File: config.mk
export PLATFORM = sky130hd
export DESIGN_NAME = row_grant_sched
export DESIGN_NICKNAME = d
export VERILOG_FILES = /design/src/rtl/lib_arbiter_pkg.sv /design/src/rtl/priority_arb.sv /design/src/rtl/row_grant_sched.sv
export SDC_FILE = /design/constraint.sdc
export NUM_CORES = 1
export LEC_CHECK = 0
export CAP_MARGIN = 25
export CORE_AREA = 2 2 49 51
export CTS_BUF_LIST = sky130_fd_sc_hd__clkbuf_4 sky130_fd_sc_hd__clkbuf_8
export DETAILED_ROUTE_END_ITERATION = 10
export DIE_AREA = 0 0 51 53
export GPL_TIMING_DRIVEN = 0
export PLACE_DENSITY_LB_ADDON = 0.3
export SLEW_MARGIN = 20
export SYNTH_ARGS = -nofsm -noshare
export SYNTH_HDL_FRONTEND = slang
export SYNTH_SLANG_ARGS = --single-unit
File: constraint.sdc
create_clock -name clk_i -period 2.2 [get_ports clk_i]
set_input_delay 0.55 -clock clk_i [delete_from_list [all_inputs] [get_ports clk_i]]
set_output_delay 0.55 -clock clk_i [all_outputs]
set_load 0.02 [all_outputs]
File: src/rtl/lib_arbiter_pkg.sv
// Shared constants and FSM state type for the row readout grant scheduler.
package lib_arbiter_pkg;
  localparam int ROWS            = 8;
  localparam int DEF_TIMEOUT_CYC = 16;

  typedef enum logic {
    IDLE  = 1'b0,
    GRANT = 1'b1
  } sched_state_e;
endpackage

File: src/rtl/priority_arb.sv
// Fixed-priority arbiter: the lowest set request bit wins (port 0 highest).
module priority_arb #(
  parameter int N = 8
) (
  input  logic [N-1:0] req_i,
  output logic [N-1:0] gnt_o
);
  // Two's-complement trick isolates the lowest set bit.
  assign gnt_o = req_i & (~req_i + N'(1));
endmodule

File: src/rtl/row_grant_sched.sv
// One-at-a-time row grant scheduler with ack watchdog.
// ROW_SCHED_RR_EN selects round-robin; undefined gives fixed priority.
module row_grant_sched
  import lib_arbiter_pkg::*;
#(
  parameter int NUM_REQ     = ROWS,
  parameter int TIMEOUT_CYC = DEF_TIMEOUT_CYC,
  parameter int IDX_W       = $clog2(NUM_REQ)
) (
  input  logic               clk_i,
  input  logic               reset_n_i,
  input  logic               en_i,
  input  logic [NUM_REQ-1:0] req_i,
  input  logic               ack_i,
  output logic [NUM_REQ-1:0] gnt_o,
  output logic [IDX_W-1:0]   gnt_idx_o,
  output logic               gnt_valid_o,
  output logic               timeout_o,
  output logic               busy_o
);

  function automatic logic [IDX_W-1:0] onehot_to_idx(input logic [NUM_REQ-1:0] oh);
    logic [IDX_W-1:0] idx;
    idx = '0;
    for (int i = 0; i < NUM_REQ; i++) begin
      if (oh[i]) idx = idx | IDX_W'(i);
    end
    return idx;
  endfunction

  sched_state_e       state_q, state_d;
  logic [NUM_REQ-1:0] gnt_q, gnt_d;
  logic [IDX_W-1:0]   idx_q, idx_d;
  logic               valid_q, valid_d;
  logic               timeout_q, timeout_d;
  logic [7:0]         cnt_q, cnt_d;
  logic [NUM_REQ-1:0] win_gnt;

`ifdef ROW_SCHED_RR_EN
  localparam logic [IDX_W-1:0] LAST_IDX = IDX_W'(NUM_REQ - 1);

  logic [IDX_W-1:0]   ptr_q, ptr_d, ptr_nxt;
  logic [NUM_REQ-1:0] masked_req, masked_gnt, raw_gnt;

  for (genvar gi = 0; gi < NUM_REQ; gi++) begin : gen_mask
    assign masked_req[gi] = req_i[gi] & (IDX_W'(gi) >= ptr_q);
  end

  priority_arb #(.N(NUM_REQ)) u_masked_arb (.req_i(masked_req), .gnt_o(masked_gnt));
  priority_arb #(.N(NUM_REQ)) u_raw_arb    (.req_i(req_i),      .gnt_o(raw_gnt));

  assign win_gnt = (|masked_req) ? masked_gnt : raw_gnt;
  // Explicit wrap keeps the pointer in range for non-power-of-two NUM_REQ.
  assign ptr_nxt = (idx_q == LAST_IDX) ? '0 : idx_q + 1'b1;
`else
  priority_arb #(.N(NUM_REQ)) u_raw_arb (.req_i(req_i), .gnt_o(win_gnt));
`endif

  always_comb begin
    state_d   = state_q;
    gnt_d     = gnt_q;
    idx_d     = idx_q;
    valid_d   = valid_q;
    timeout_d = 1'b0;
    cnt_d     = cnt_q;
`ifdef ROW_SCHED_RR_EN
    ptr_d     = ptr_q;
`endif
    unique case (state_q)
      IDLE: begin
        if (en_i && (|req_i)) begin
          gnt_d   = win_gnt;
          idx_d   = onehot_to_idx(win_gnt);
          valid_d = 1'b1;
          cnt_d   = '0;
          state_d = GRANT;
        end else begin
          gnt_d   = '0;
          idx_d   = '0;
          valid_d = 1'b0;
        end
      end
      GRANT: begin
        cnt_d = cnt_q + 8'd1;
        // Ack takes precedence over a simultaneous watchdog expiry.
        if (ack_i || (cnt_q == 8'(TIMEOUT_CYC - 1))) begin
          gnt_d     = '0;
          idx_d     = '0;
          valid_d   = 1'b0;
          timeout_d = ~ack_i;
          state_d   = IDLE;
`ifdef ROW_SCHED_RR_EN
          ptr_d     = ptr_nxt;
`endif
        end
      end
      default: state_d = IDLE;
    endcase
  end

  always_ff @(posedge clk_i or negedge reset_n_i) begin
    if (!reset_n_i) begin
      state_q   <= IDLE;
      gnt_q     <= '0;
      idx_q     <= '0;
      valid_q   <= 1'b0;
      timeout_q <= 1'b0;
      cnt_q     <= '0;
    end else begin
      state_q   <= state_d;
      gnt_q     <= gnt_d;
      idx_q     <= idx_d;
      valid_q   <= valid_d;
      timeout_q <= timeout_d;
      cnt_q     <= cnt_d;
    end
  end

`ifdef ROW_SCHED_RR_EN
  always_ff @(posedge clk_i or negedge reset_n_i) begin
    if (!reset_n_i) ptr_q <= '0;
    else            ptr_q <= ptr_d;
  end
`endif

  assign gnt_o       = gnt_q;
  assign gnt_idx_o   = idx_q;
  assign gnt_valid_o = valid_q;
  assign timeout_o   = timeout_q;
  assign busy_o      = (state_q == GRANT);

endmodule
-- After elaboration in Yosys (flattened, before gate mapping)
Cells that the tools add are included.
- register bits: 22
- input bits: 12
- output and inout port bits: 14
- word-level logic and storage cells: 40
- add/subtract/negate cells: 2
- equal/unequal tests: 3
- mux-type cells: 22
- bitwise gates (word level): 4
- reduce and logical (&&, ||, !) cells: 3
- operators with widths (kind ; count):
    $pmux 8 s2 ; 2
    $mux 8 ; 3
    $mux 3 ; 6
    $add 8x1->8 const B ; 2
    $and 8x8->8 ; 1
    $eq 8x4->1 const B ; 1
    $not 8->8 ; 1
    $reduce_or 8->1 ; 1
    $mux 1 ; 6
    $pmux 3 s2 ; 1
    $mux 2 ; 2
    $pmux 1 s2 ; 2
    $ne 2x1->1 const B ; 1
    $ne 2x2->1 const B ; 1
    $not 1->1 ; 2
    $logic_and 1x1->1 ; 1
    $logic_or 1x1->1 ; 1

-- Logic depth before layout (Yosys ltp)
Gate-level depths: netlist of the first run.
- depth after elaboration: 12
- depth in mapped cells: 6
- mapped depth without buffers: 5

-- Cells and area by module
From an unflattened synthesis of the first run, not the netlist that was laid out.
- cells, all modules: 89
- area total of the unflattened synthesis: 1047.3 µm²
- modules (own cells, without submodules) (module ; times used ; cells each ; area each (µm²) ; seq. area each (µm²)):
    row_grant_sched ; 1 ; 79 ; 963.4 ; 550.5
    priority_arb ; 1 ; 10 ; 83.8 ; 0.0

-- Least setup slack after synthesis of the first run
OpenSTA, ideal clock, no wires.
- path kind: input port to flip-flop
- start point: input req_i[2]
- end point: register idx_q[0] (netlist: gnt_idx_o[0])
- library setup time: 0.126 ns
- arrival time: 1.635 ns
- required time: 2.074 ns
- path slack: 0.439 ns
- cell stages on the path: 4
- buffers on the path: 0
- cells stage by stage: or4_4 -> o21bai_4 -> nor2_1 -> a221o_1
- word-level cells in the longest chain between the ends: 10
- elaborated cells between the ends (all ways): 12
- classes of those cells: add/sub (1); mux (7); bitwise (2); reduce/logical (2)
- RTL lines (item ; RTL line ; text):
    from (decl) ; row_grant_sched.sv:13 ; input logic [NUM_REQ-1:0] req_i,
    $not 8->8 ; priority_arb.sv:9 ; assign gnt_o = req_i & (~req_i + N'(1));
    $add 8x1->8 ; priority_arb.sv:9 ;
    $and 8x8->8 ; priority_arb.sv:9 ;
    $mux 2 ; row_grant_sched.sv:26 ; if (oh[i]) idx = idx | IDX_W'(i);
    $mux 3 (4 in series) ; row_grant_sched.sv:26 ;
    $mux 3 (*) ; row_grant_sched.sv:71 ; if (en_i && (|req_i)) begin
    $pmux 3 s2 (*) ; row_grant_sched.sv:69 ; unique case (state_q)
    to (signal assigned) ; row_grant_sched.sv:112 ; idx_q <= idx_d;
    to (decl) ; row_grant_sched.sv:33 ; logic [IDX_W-1:0] idx_q, idx_d;
Every way passes the cells marked *; elsewhere a longest branch is shown, timed or not.
A chain may end at the register's enable or synchronous reset.

-- Worst setup path in the final report of the first run
Ends and elaborated chain as after synthesis.

==> results list, run 1 <==
- Clock insertion delay at the later pin of the skew report: 0.30 ns
- Pwr per Cell Area: 638 mW/mm^2
- For this block, the initial DRC count from the detailed router was 5.
* Number of maximum-capacitance violations: 0
- Sequential cells were found to cover 55.0% of the synthesized design area.
- Counting flops with a built-in enable in the synthesized netlist gives 0.
* Crit path max-delay cell type: sky130_fd_sc_hd__or4_4
- After detailed routing, the average wire length per cell comes to 14.1 microns.
- After clock tree synthesis, the clock-pin slew on the worst setup and hold paths is 0.11 ns.
- The critical path goes through clkdlybuf4s50_1 -> or4_4 -> o21bai_4 -> nor2_1 -> a221o_1.
- The number of global-route vias before repair came to 857.
- Count of filler cells inserted in the layout: 186
* Core area: 0.00215 sq mm
- The wire-length estimate of the detail-placed layout is 1540 microns.
- The longest clock path from root to sink contains 2 buffers.
- Worst Setup Start Kind: primary input
- For this design the static power due to leakage is 0.580 nW.
- The cell count after synthesis came out at 88.
- Number of DRC violations after detailed routing: 0
- Cell type contributing the most total cell area after synthesis: sky130_fd_sc_hd__dfrtp_1
- Register area: 551 sq um
- On the critical path the largest part of the delay comes from simple AND/OR/NAND/NOR gates.
* Crit Path Class: in2reg
- Launching instance or port of the critical path: req_i[2]
- In the routed layout, each cell is associated on average with a via count of 5.65.
- For this design the top-level I/O count stands at 26.
* Count of vias placed by the detailed router: 814
- Path category of the worst min-delay check: in2async
* Required time at the endpoint of the critical path: 2.39 ns
- Beginning of the worst register-to-register path: cnt_q[4]$_DFFE_PN0P_
- The total overflow left after global routing is 0.
* CTS HTree Levels: 1
- Number of diodes added for antenna fixing: 0
* Net count after synthesis: 101
- STA puts the critical path data arrival time at 2.24 ns.
* All-Layer GR Usage: 17.6%
- Routability-driven placement finished with a final weighted congestion of 0.763.
* Top post-synthesis cells by area: sky130_fd_sc_hd__dfrtp_1 (55%), sky130_fd_sc_hd__nor2_1 (4.5%), sky130_fd_sc_hd__a22o_1 (4.4%)
- Relative to the synthesized area, the layout overhead comes to 30.2%.
- With fillers left out, the area of the finished cells amounts to 0.00130 sq mm.
- Clock Sink Count: 22
- Detailed Route WL: 2030 microns
* Post-detailed-route count of antenna-violating nets: 0
- Of the cells placed in the final design, the portion with a size suffix greater than 1 is 9.48%.
- Buffers added to address setup during post-CTS repair amount to 0.
- Length of the first detailed-routing pass in iterations: 4
- Unrepaired setup endpoints after global routing: no
* Critical Path End Type: register
- Run status: completed
* Pin count of the biggest net entering global routing: 23
- Top metal layer carrying routed signals: met4
* Most common flop cell mapped by yosys: sky130_fd_sc_hd__dfrtp_1
* Synth warn: 0
- Summing internal, switching and leakage power gives 0.832 mW.
- In the detailed route, the total length drawn on met2 is 966 microns.
- Hold timing on the final database bottoms out at a slack of 0.192 ns.
- Slew at the pin with the worst max-slew slack: 0.625 ns
* Global-route wire length before repair: 3540 microns
- Syn Area/Cell: 11.4 sq um
- After detailed routing, the wire length on met1 is 914 microns.
- Headroom to the max-slew limit came out at 58.2%.
- Yosys mapped the design onto 29 distinct sky130hd cell types.
- CP max FO: 5
- From bottom edge to top edge, the die measures 53 microns.
- Once the clock tree was built, the resizer swapped 0 gates to a different size.
- The number of antenna violations at the first check in global routing is 0.
* TritonCTS clock tree: done
- CTS hold repair buffers: 0
* Count of standard-cell rows: 17
* Worst VDD drop: 0.000439 V
- In the synthesized netlist the async set-or-reset flop fraction comes to 100%.
- Die Width: 51 microns
- Area post-placement: 0.00129 sq mm
- Across the routed clock network, the largest skew measured is 0.00460 ns.
- Die Outline Area: 0.00270 sq mm
- After synthesis the netlist holds a flip-flop and latch count of 22.
- The top cell type by area accounts for 55.0% of the synthesized area.
- Counting both buffers and inverters, the worst setup path holds a total of 1.
- Area of the multi-input gates: 420 sq um
* Post-Syn Area: 0.00100 sq mm
* Share of the clock period used by the worst path: 92.8%
- Longest individual stage delay on the worst path: 0.61 ns
- Final net count: 131
- Clock tree synthesis inserted a total of 3 buffers.
* Setup Total Neg Slack: 0 ns
- Input and output buffers added on the ports amount to 25.
- Clk root buf: sky130_fd_sc_hd__clkbuf_4
- The number of max-slew violations in the final report is 0.
* # setup viols final: 0
* Shortest period the worst path allows: 2.04 ns
* Final-report hold violation count: 0
* Achievable frequency: 0.490 GHz
- Detailed-routed wire length on met3: 125 microns
- Initial Util: 46.6%
## cells by family after synthesis
| group | Yosys count | synth area share, % |
|---|---|---|
| buf+inv | 4 | 3.00 |
| simple gates | 34 | 18.1 |
| mux | 1 | 1.00 |
| flops | 22 | 55.0 |
| fa+ha+maj | 1 | 1.25 |
| xor+xnor | 3 | 2.63 |
| compound gates | 23 | 19.0 |
## flip-flops by register name, indices dropped and copies added (netlist names)
| name | flops |
|---|---|
| gnt_idx_o | 3 |
| busy_o | 1 |
| cnt_q | 8 |
| timeout_o | 1 |
| gnt_o | 8 |
| gnt_valid_o | 1 |
## routing by layer
metal / vias up / global-route usage (%)
li1: 386 / -
met1: 395 / 19.5
met2: 28 / 31.4
met3: 5 / 5.08
met4: 0 / 7.21
met5: - / 0
## worst reg2reg max path, cell delays in order, from the launching register on
cell and delay, ns:
sky130_fd_sc_hd__dfrtp_1 0.45, sky130_fd_sc_hd__or4_1 0.56, sky130_fd_sc_hd__nor2_1 0.12, sky130_fd_sc_hd__nor3b_1 0.10, sky130_fd_sc_hd__buf_6 0.16, sky130_fd_sc_hd__a22o_1 0.22
## per-stage QoR
| step | util [%] | cells | setup WS, ns |
|---|---|---|---|
| 5_1_grt | 60.7 | 144 | 0.115 |
| 6_report | 60.7 | 144 | 0.158 |
| 3_3_place_gp | 59.9 | 141 | -0.147 |
| 4_1_cts | 60.9 | 144 | 0.160 |
| 3_5_place_dp | 59.9 | 141 | -0.176 |
| 2_1_floorplan | - | 88 | 0.439 |
## placed cells by master (no fill, tap or decap), types with 2 or more instances in the layout
master                            count
sky130_fd_sc_hd__inv_1                2
sky130_fd_sc_hd__xor2_1               2
sky130_fd_sc_hd__o211ai_1             2
sky130_fd_sc_hd__a32o_1               4
sky130_fd_sc_hd__or4_4                2
sky130_fd_sc_hd__nand3_1              2
sky130_fd_sc_hd__nand4_1              3
sky130_fd_sc_hd__clkbuf_4             3
sky130_fd_sc_hd__nor2_1              12
sky130_fd_sc_hd__o21ai_0              4
sky130_fd_sc_hd__a21o_1               2
sky130_fd_sc_hd__dfrtp_1             22
sky130_fd_sc_hd__a22o_1               5
sky130_fd_sc_hd__nor3_1               2
sky130_fd_sc_hd__o31ai_1              2
sky130_fd_sc_hd__clkdlybuf4s50_1     24
sky130_fd_sc_hd__nand2_1              7
sky130_fd_sc_hd__buf_6                2
## cell type report
cell class / instances / area share [%]
sequential: 22 / 42.2
multi-input combinational: 62 / 32.2
timing repair buffer: 25 / 18.8
tap: 28 / 2.69
clock buffer: 3 / 1.73
buffer: 2 / 1.73
inverter: 2 / 0.576
## power by group
group | internal (mW) | total [mW] | switching [mW]
combinational | 0.0908 | 0.183 | 0.0921
clock | 0.0639 | 0.177 | 0.113
sequential | 0.441 | 0.473 | 0.0319
total | 0.595 | 0.832 | 0.237
## Yosys cell counts, types with 3 or more instances
library cell	count
sky130_fd_sc_hd__a32o_1	4
sky130_fd_sc_hd__nor2_1	12
sky130_fd_sc_hd__nand2_1	7
sky130_fd_sc_hd__o21ai_0	4
sky130_fd_sc_hd__dfrtp_1	22
sky130_fd_sc_hd__a22o_1	5
sky130_fd_sc_hd__nand4_1	3
## worst paths after layout
| check | cells after the start | endpoint | slack [ns] |
|---|---|---|---|
| max | 5 | gnt_idx_o[0]$_DFFE_PN0P_ | 0.16 |
| min | 1 | gnt_o[3]$_DFFE_PN0P_ | 0.19 |
| max reg2reg | 5 | gnt_o[5]$_DFFE_PN0P_ | 0.49 |
| min reg2reg | 1 | gnt_valid_o$_DFFE_PN0P_ | 0.50 |
| max in group asynchronous | 1 | cnt_q[0]$_DFFE_PN0P_ | 1.68 |
| min in group clk_i | 1 | gnt_valid_o$_DFFE_PN0P_ | 0.50 |
No activity file was read; power rests on OpenSTA's default activity.
==> run 2, diff against run 1 <==
--- a/config.mk
+++ b/config.mk
@@ -12,6 +12,7 @@
 export DIE_AREA = 0 0 51 53
 export GPL_TIMING_DRIVEN = 0
 export PLACE_DENSITY_LB_ADDON = 0.3
+export REMOVE_ABC_BUFFERS = 1
 export SLEW_MARGIN = 20
 export SYNTH_ARGS = -nofsm -noshare
 export SYNTH_HDL_FRONTEND = slang
==> results list, run 2 (same netlist as run 1, synthesis figures left out) <==
- The final net count is 129 (-1.5%).
- The number of global-route vias before repair came to 785 (-8.4%).
* TritonCTS buffer count: 3 (unchanged)
* Category of cells accounting for the largest share of critical-path delay: simple AND/OR/NAND/NOR gates
* Detailed router's first-iteration violation count: 12 (+7)
- Initial Util: 46.6% (unchanged)
- The placed wire-length estimate after detailed placement came to 1460 microns (-4.9%).
- The arrival time of data at the critical path endpoint is 2.24 ns (about the same).
- The number of antenna-violating nets in the routed design was 0 (unchanged).
- Setup repair after global routing left no endpoint under its margin.
- CTS HTree Levels: 1 (unchanged)
* Critical Path End Type: register
- The slowest stage of the critical path is the sky130_fd_sc_hd__or4_4 cell.
- Average wire per standard cell: 14.2 microns (+0.45%)
* Final-report hold violation count: 0 (unchanged)
- The wire length of the first global-routing pass was 3420 microns (-3.3%).
- Shortest period the worst path allows: 2.04 ns (-0.00160 ns)
- The sum of negative setup slack came to 0 ns (unchanged).
- Clock Sink Count: 22 (unchanged)
* Share of the clock period used by the worst path: 92.8% (about the same)
- The number of buffers inserted by post-CTS setup repair came to 0 (unchanged).
* Detailed Route WL: 2030 microns (-0.25%)
- The number of max-slew violations in the final report came to 0 (unchanged).
* Setup clock skew after layout: 0.0125 ns (+0.00789 ns)
- Length of the first detailed-routing pass in iterations: 4 (unchanged)
- Clk root buf: sky130_fd_sc_hd__clkbuf_4
- The largest net degree at the start of global routing was 23 (unchanged).
- Switch share: 27.9% (-0.53 points)
- In the layout the commonest cells are sky130_fd_sc_hd__clkdlybuf4s50_1 (24), sky130_fd_sc_hd__dfrtp_1 (22), sky130_fd_sc_hd__nor2_1 (12), sky130_fd_sc_hd__nand2_1 (7), sky130_fd_sc_hd__a22o_1 (5).
- The area growth from synthesis to layout is 29.9%.
- Port Buffer Count: 25 (unchanged)
- The clock-pin slew on the worst setup and hold paths came to 0.13 ns (+0.02 ns).
* Worst reg-to-reg path cell count: 5 (unchanged)
- # setup viols final: 0 (unchanged)
- Setup slack of the most critical reg-to-reg path: 0.41 ns (-0.08 ns)
- Static power due to leakage: 0.578 nW (-0.44%)
- The filler cell count came to 175 (-5.9%).
- Count of pins on the block boundary: 26 (unchanged)
- Switching power: 0.242 mW (+2.2%)
- TritonCTS clock tree: done
* Die boundary height: 53 microns (unchanged)
- Most common cell after layout, fill and taps aside: sky130_fd_sc_hd__clkdlybuf4s50_1
- The share of power burned in combinational logic is 19.3% (-2.7 points).
- The die outline area came to 0.00270 sq mm (unchanged).
- Overall power: 0.866 mW (+4.1%)
- Critical path buffer and inverter count: 1 (unchanged)
- The worst register-to-register path ends at gnt_idx_o[0]$_DFFE_PN0P_.
- The share of total power in the clock network came to 25.7% (+4.5 points).
- The worst setup path is of the in2reg kind.
- The floorplan core area is 0.00215 sq mm (unchanged).
- The min-delay analysis places its worst path in the category in2async.
- Relative slew slack: 46.4% (-12 points)
* Clock insertion delay at the later pin of the skew report: 0.31 ns (about the same)
- Number of DRC violations after detailed routing: 0 (unchanged)
* Number of diodes added for antenna fixing: 0 (unchanged)
- Count of vias placed by the detailed router: 777 (-4.5%)
- The count of hold buffers inserted by post-cts repair came to 0 (unchanged).
- The floorplan die width came to 51 microns (unchanged).
* RePlAce Congestion: 0.738 (-3.2%)
* Achievable frequency: 0.490 GHz (about the same)
* Pwr per Cell Area: 666 mW/mm^2 (+4.4%)
* Longest individual stage delay on the worst path: 0.61 ns (about the same)
- Ordered list of cells on the worst path: clkdlybuf4s50_1 -> or4_4 -> o21bai_4 -> nor2_1 -> a221o_1
- The number of antenna violations at the first check in global routing is 0 (unchanged).
- The number of cells upsized or downsized after cts is 0 (unchanged).
- The overall overflow remaining after global route came to 0 (unchanged).
- Worst VDD drop: 0.000414 V (-5.7%)
- Beginning of the worst register-to-register path: cnt_q[0]$_DFFE_PN0P_
- Slew at the pin with the worst max-slew slack: 0.801 ns (+0.176 ns)
- The cell internal power dissipation is 0.624 mW (+4.8%).
- The vias per cell is 5.43 (-3.9%).
* Part of the power in registers: 55.0% (-1.8 points)
- The total global routing track utilization came to 17.4% (-0.15 points).
- The largest buffer count on any clock path was 2 (unchanged).
- Count of standard-cell rows: 17 (unchanged)
* Share of cells above drive strength 1: 9.57% (+0.082 points)
* Number of maximum-capacitance violations: 0 (unchanged)
- CP max FO: 5 (unchanged)
* Worst Setup Start Kind: primary input
- The flow ran to the end, and the final reports show no timing, DRC or antenna violations.
- The required time reported for the critical path endpoint is 2.40 ns (about the same).
[run 2: through the flow]
step / std cells / cell area (sq um) / utilization [%] / setup slack [ns] / hold slack [ns]
floorplan: 86 / 978 / - / 0.375 / 0.254
finish: 143 / 1300 / 60.5 / 0.159 / 0.176
global route: 143 / 1300 / 60.5 / 0.104 / 0.213
CTS: 143 / 1310 / 60.7 / 0.174 / 0.499
detailed placement: 139 / 1270 / 59.1 / -0.146 / 0.479
global placement: 139 / 1260 / 58.8 / -0.344 / 0.464
[run 2: cell type report]
class | count | area [sq um] | share of cell area (%)
timing repair buffer | 25 | 245 | 18.9
inverter | 2 | 7.51 | 0.577
sequential | 22 | 551 | 42.3
clock buffer | 4 | 36.3 | 2.79
tap | 28 | 35.0 | 2.69
multi-input combinational | 62 | 425 | 32.7
[run 2: how the worst max path moves through the flow]
stage                               startpoint                        to  slack (ns)  cells after the start
after floorplan           cnt_q[0]$_DFFE_PN0P_  gnt_idx_o[0]$_DFFE_PN0P_        0.37                      5
after global placement                   ack_i  gnt_idx_o[0]$_DFFE_PN0P_       -0.34                      3
after detailed placement              req_i[2]  gnt_idx_o[0]$_DFFE_PN0P_       -0.15                      5
after CTS                     busy_o$_DFF_PN0_                    busy_o        0.17                      1
after global routing          busy_o$_DFF_PN0_                    busy_o        0.10                      1
final                                 req_i[2]  gnt_idx_o[0]$_DFFE_PN0P_        0.16                      5
[run 2: layer usage]
layer | up-vias | GRT usage, % | share of wire (%)
met5 | - | 0 | 0
met4 | 0 | 9.91 | 1.2
met3 | 4 | 3.67 | 2.4
met2 | 18 | 27.7 | 48
met1 | 376 | 22.0 | 48
li1 | 379 | - | -
[run 2: power by group through the flow]
stage               logic (mW)  clock network (mW)  registers [mW]
global placement         0.165                   0           0.483
floorplan               0.0785                   0           0.494
global route             0.186               0.245           0.487
finish                   0.167               0.222           0.477
detailed placement       0.169                   0           0.486
CTS                      0.171               0.229           0.478
==> edit 1, RTL diff (flow settings as in run 2) <==
Register the output `timeout_o` once more, with the module's reset; this adds one clock of latency there. The other outputs are not delayed to match.
--- a/src/rtl/row_grant_sched.sv
+++ b/src/rtl/row_grant_sched.sv
@@ -128,3 +128,9 @@
   assign gnt_valid_o = valid_q;
-  assign timeout_o   = timeout_q;
+  always_ff @(posedge clk_i or negedge reset_n_i) begin
+    if (!reset_n_i) begin
+      timeout_o <= '0;
+    end else begin
+      timeout_o <= timeout_q;
+    end
+  end
   assign busy_o      = (state_q == GRANT);
Check against the original RTL: same outputs for any inputs over 10 cycles, from zero or initial values and one cycle with reset_n_i low; that may be too few to reach the edited logic, so the function may still have changed.
==> edit 1 against run 2 <==
- setup slack got worse by 0.071 ns
- routed wire length increased by 7.1%
- register-to-register slack improved by 0.11 ns
- total power decreased by 1.7%
- synthesized area increased by 6.1%
- critical path depth decreased by 4
- cell area increased by 4.6%
- sequential power increased by 3%
- sequential cell count increased by 1
- cell count increased by 2.1%
==> edit 1: results (changes against run 2) <==
metric,value,unit,change
largest net degree at the start of global routing,24,,+4.3%
Synth Area in Adders,1.18,%,-0.072 points
"critical path fanouts, max",12,,+7
filler cell count,177,,+1.1%
"Largest stage delay, worst path",0.68,ns,+0.07 ns
Max VDD drop,527,uV,+27%
GRT Resource Usage Total,19.0,%,+1.6 points
CP max stage cell,clkdlybuf4s50_1,,
largest delay contributor family on the critical path,buffers and inverters,,
distinct cell type count after synthesis,33,,+14%
Detailed Route Iter0 Violations,9,,-3
mux contribution to synthesized area,2.00,%,+1.0 points
Area contributors post-synth,"dfrtp_1 (54%), a22o_1 (4.9%), a32o_1 (4.7%), nor4_4 (4.0%), nand2_1 (2.5%)",,
vias in the first global route,776,,-1.1%
sequential fraction of the synthesis area,54.2,%,-0.82 points
"top cells by count, synth","dfrtp_1 (23), nand2_1 (7), nor2_1 (7), a22o_1 (6)",,
Final #Nets,132,,+2.3%
switching share of power,28.5,%,+0.58 points
placer congestion estimate,0.798,,+8.0%
post-detailed-route wirelength per cell,14.9,um,+4.9%
R2R Path End,gnt_o[2],,
Static Leak,0.592,nW,+2.5%
status,"complete, no violations",,
vias per inst,5.52,,+1.6%
first-pass GRT wire length,3.70,mm,+8.1%
Worst Reg-to-Reg Cells,4,,-1
-- edit 1: power groups by stage --
stage          clock network, mW  logic [mW]  registers [mW]
6_report                   0.191       0.170           0.490
5_1_grt                    0.220       0.189           0.497
4_1_cts                    0.204       0.172           0.491
3_5_place_dp                   0       0.171           0.499
3_3_place_gp                   0       0.166           0.497
2_1_floorplan                  0      0.0772           0.508
-- edit 1: cell type report --
class / instances / area share (%)
clock inverters: 1 / 0.368
inverters: 2 / 0.552
repair buffers: 25 / 18.0
flip-flops and latches: 23 / 42.3
well taps: 28 / 2.58
clock buffers: 3 / 1.66
multi-input cells: 64 / 34.5
-- edit 1: logic make-up (layout without fill, tap and decap cells) --
group | Yosys count | count (layout)
AND/OR/NAND/NOR | 36 | 36
adder cells (fa/ha/maj) | 1 | 1
multiplexers | 2 | 2
buffers and inverters | 4 | 31
flip-flops | 23 | 23
AO/OA/AOI/OAI | 23 | 23
XOR/XNOR | 2 | 2
-- edit 1: per-layer routing --
metal / global-route usage (%) / vias to the layer above / part of all wire [%]
met5: 0 / - / 0
met4: 8.11 / 0 / 1.2
met3: 3.95 / 2 / 4.2
met2: 30.3 / 18 / 48
met1: 25.1 / 396 / 46
li1: - / 390 / -
-- edit 1: worst max-delay path by stage --
stage / cells after the start / from / end / slack, ns
after floorplan: 4 / req_i[2] / busy_o / 0.74
after global placement: 5 / req_i[2] / gnt_idx_o[2] / 0.1
after detailed placement: 5 / req_i[2] / gnt_idx_o[2] / 0.07
after CTS: 1 / busy_o / busy_o / 0.07
after global routing: 1 / busy_o / busy_o / 0.004
final: 1 / busy_o / busy_o / 0.09
-- edit 1: through the flow --
stage	cells	power, mW	instance area, um^2	setup WS [ns]	hold slack [ns]
floorplan	89	0.585	1050	0.745	0.254
global placement	142	0.662	1340	0.0975	0.334
detailed placement	142	0.671	1340	0.0733	0.345
CTS	146	0.868	1370	0.0661	0.376
global route	146	0.906	1360	0.00439	0.218
finish	146	0.851	1360	0.0880	0.190
==> edit 2, RTL diff (settings of run 2) <==
Made on the original files. Add a define of `ROW_SCHED_RR_EN`.
--- a/src/rtl/row_grant_sched.sv
+++ b/src/rtl/row_grant_sched.sv
@@ -2,2 +2,4 @@
 // ROW_SCHED_RR_EN selects round-robin; undefined gives fixed priority.
+`define ROW_SCHED_RR_EN
+
 module row_grant_sched
Check against the original RTL: not equivalent (a bounded check fails within 4 cycles, from zero or initial values and one cycle with reset_n_i low).
==> edit 2 against run 2 <==
- total power increased by 62%
- combinational power grew to 3.1 times the old value
- first-iteration DRC count rose to 3.9 times the old value
- cell area is 38% higher
- critical path depth fell by 4
- register-to-register slack got worse by 0.07 ns
- sequential cell count up 3
- setup slack got worse by 0.057 ns
- synthesized area up 48%
- routed wire length up 63%
- largest cell class is now multi-input combinational cells
==> edit 2: results (changes against run 2) <==
metric,value,unit,change
status,"complete, no violations",,
"Largest stage delay, worst path",0.66,ns,+0.05 ns
distinct cell type count after synthesis,50,,+72%
"critical path fanouts, max",18,,+13
r2r startpoint,ptr_q[1],,
Synth Area in Compound Gates,24.9,%,+5.9 points
largest delay contributor family on the critical path,buffers and inverters,,
Syn Inst Count,150,,+70%
sequential fraction of the synthesis area,42.2,%,-13 points
vias,1260,,+62%
crit path DAT,1.55,ns,-0.69 ns
largest net degree at the start of global routing,19,,-17%
Power Dens Cells,782,mW/mm^2,+17%
DP Area,0.00174,mm^2,+37%
slack of the worst reg-to-reg path,0.34,ns,-0.07 ns
Worst Reg-to-Reg Cells,6,,+1
sequential power share,47.8,%,-7.2 points
R2R Path End,gnt_idx_o[1],,
Switch Pwr,541,uW,+120%
CP max stage cell,clkdlybuf4s50_1,,
Final #Nets,191,,+48%
"Cell Count, Final, Fillers Out",203,,+42%
Layout Skew,0.00281,ns,-0.00968 ns
HPWL after detailed placement,2.56,mm,+75%
Critical Path End,busy_o,,
edit 2: cell types whose count changed in the layout (fill, tap and decap cells not counted), moves of 4 or more:
cell / before / now
o21ai_0: 4 / 13
mux2_2: 0 / 4
a21oi_1: 1 / 6
a22o_1: 5 / 1
nand2_1: 7 / 15
nor2b_1: 0 / 4
edit 2: layout make-up:
type / instances / area, um^2
Sequential cell: 25 / 627
Fill cell: 124 / 353
Clock buffer: 3 / 22.5
Clock inverter: 1 / 7.51
Multi-Input combinational cell: 117 / 816
Timing Repair Buffer: 27 / 280
Tap cell: 28 / 35.0
Inverter: 2 / 7.51
edit 2: layer usage:
layer	track usage (%)	wire length (um)	up-vias
met5	0	0	-
met4	10.8	56	0
met3	4.24	123	6
met2	50.9	1770	35
met1	36.7	1370	614
li1	-	-	605
edit 2: tightest hold or removal path: stages (launching register included):
cell and delay [ns]:
dfrtp_1 0.36, nand2_1 0.04, o21ai_0 0.06
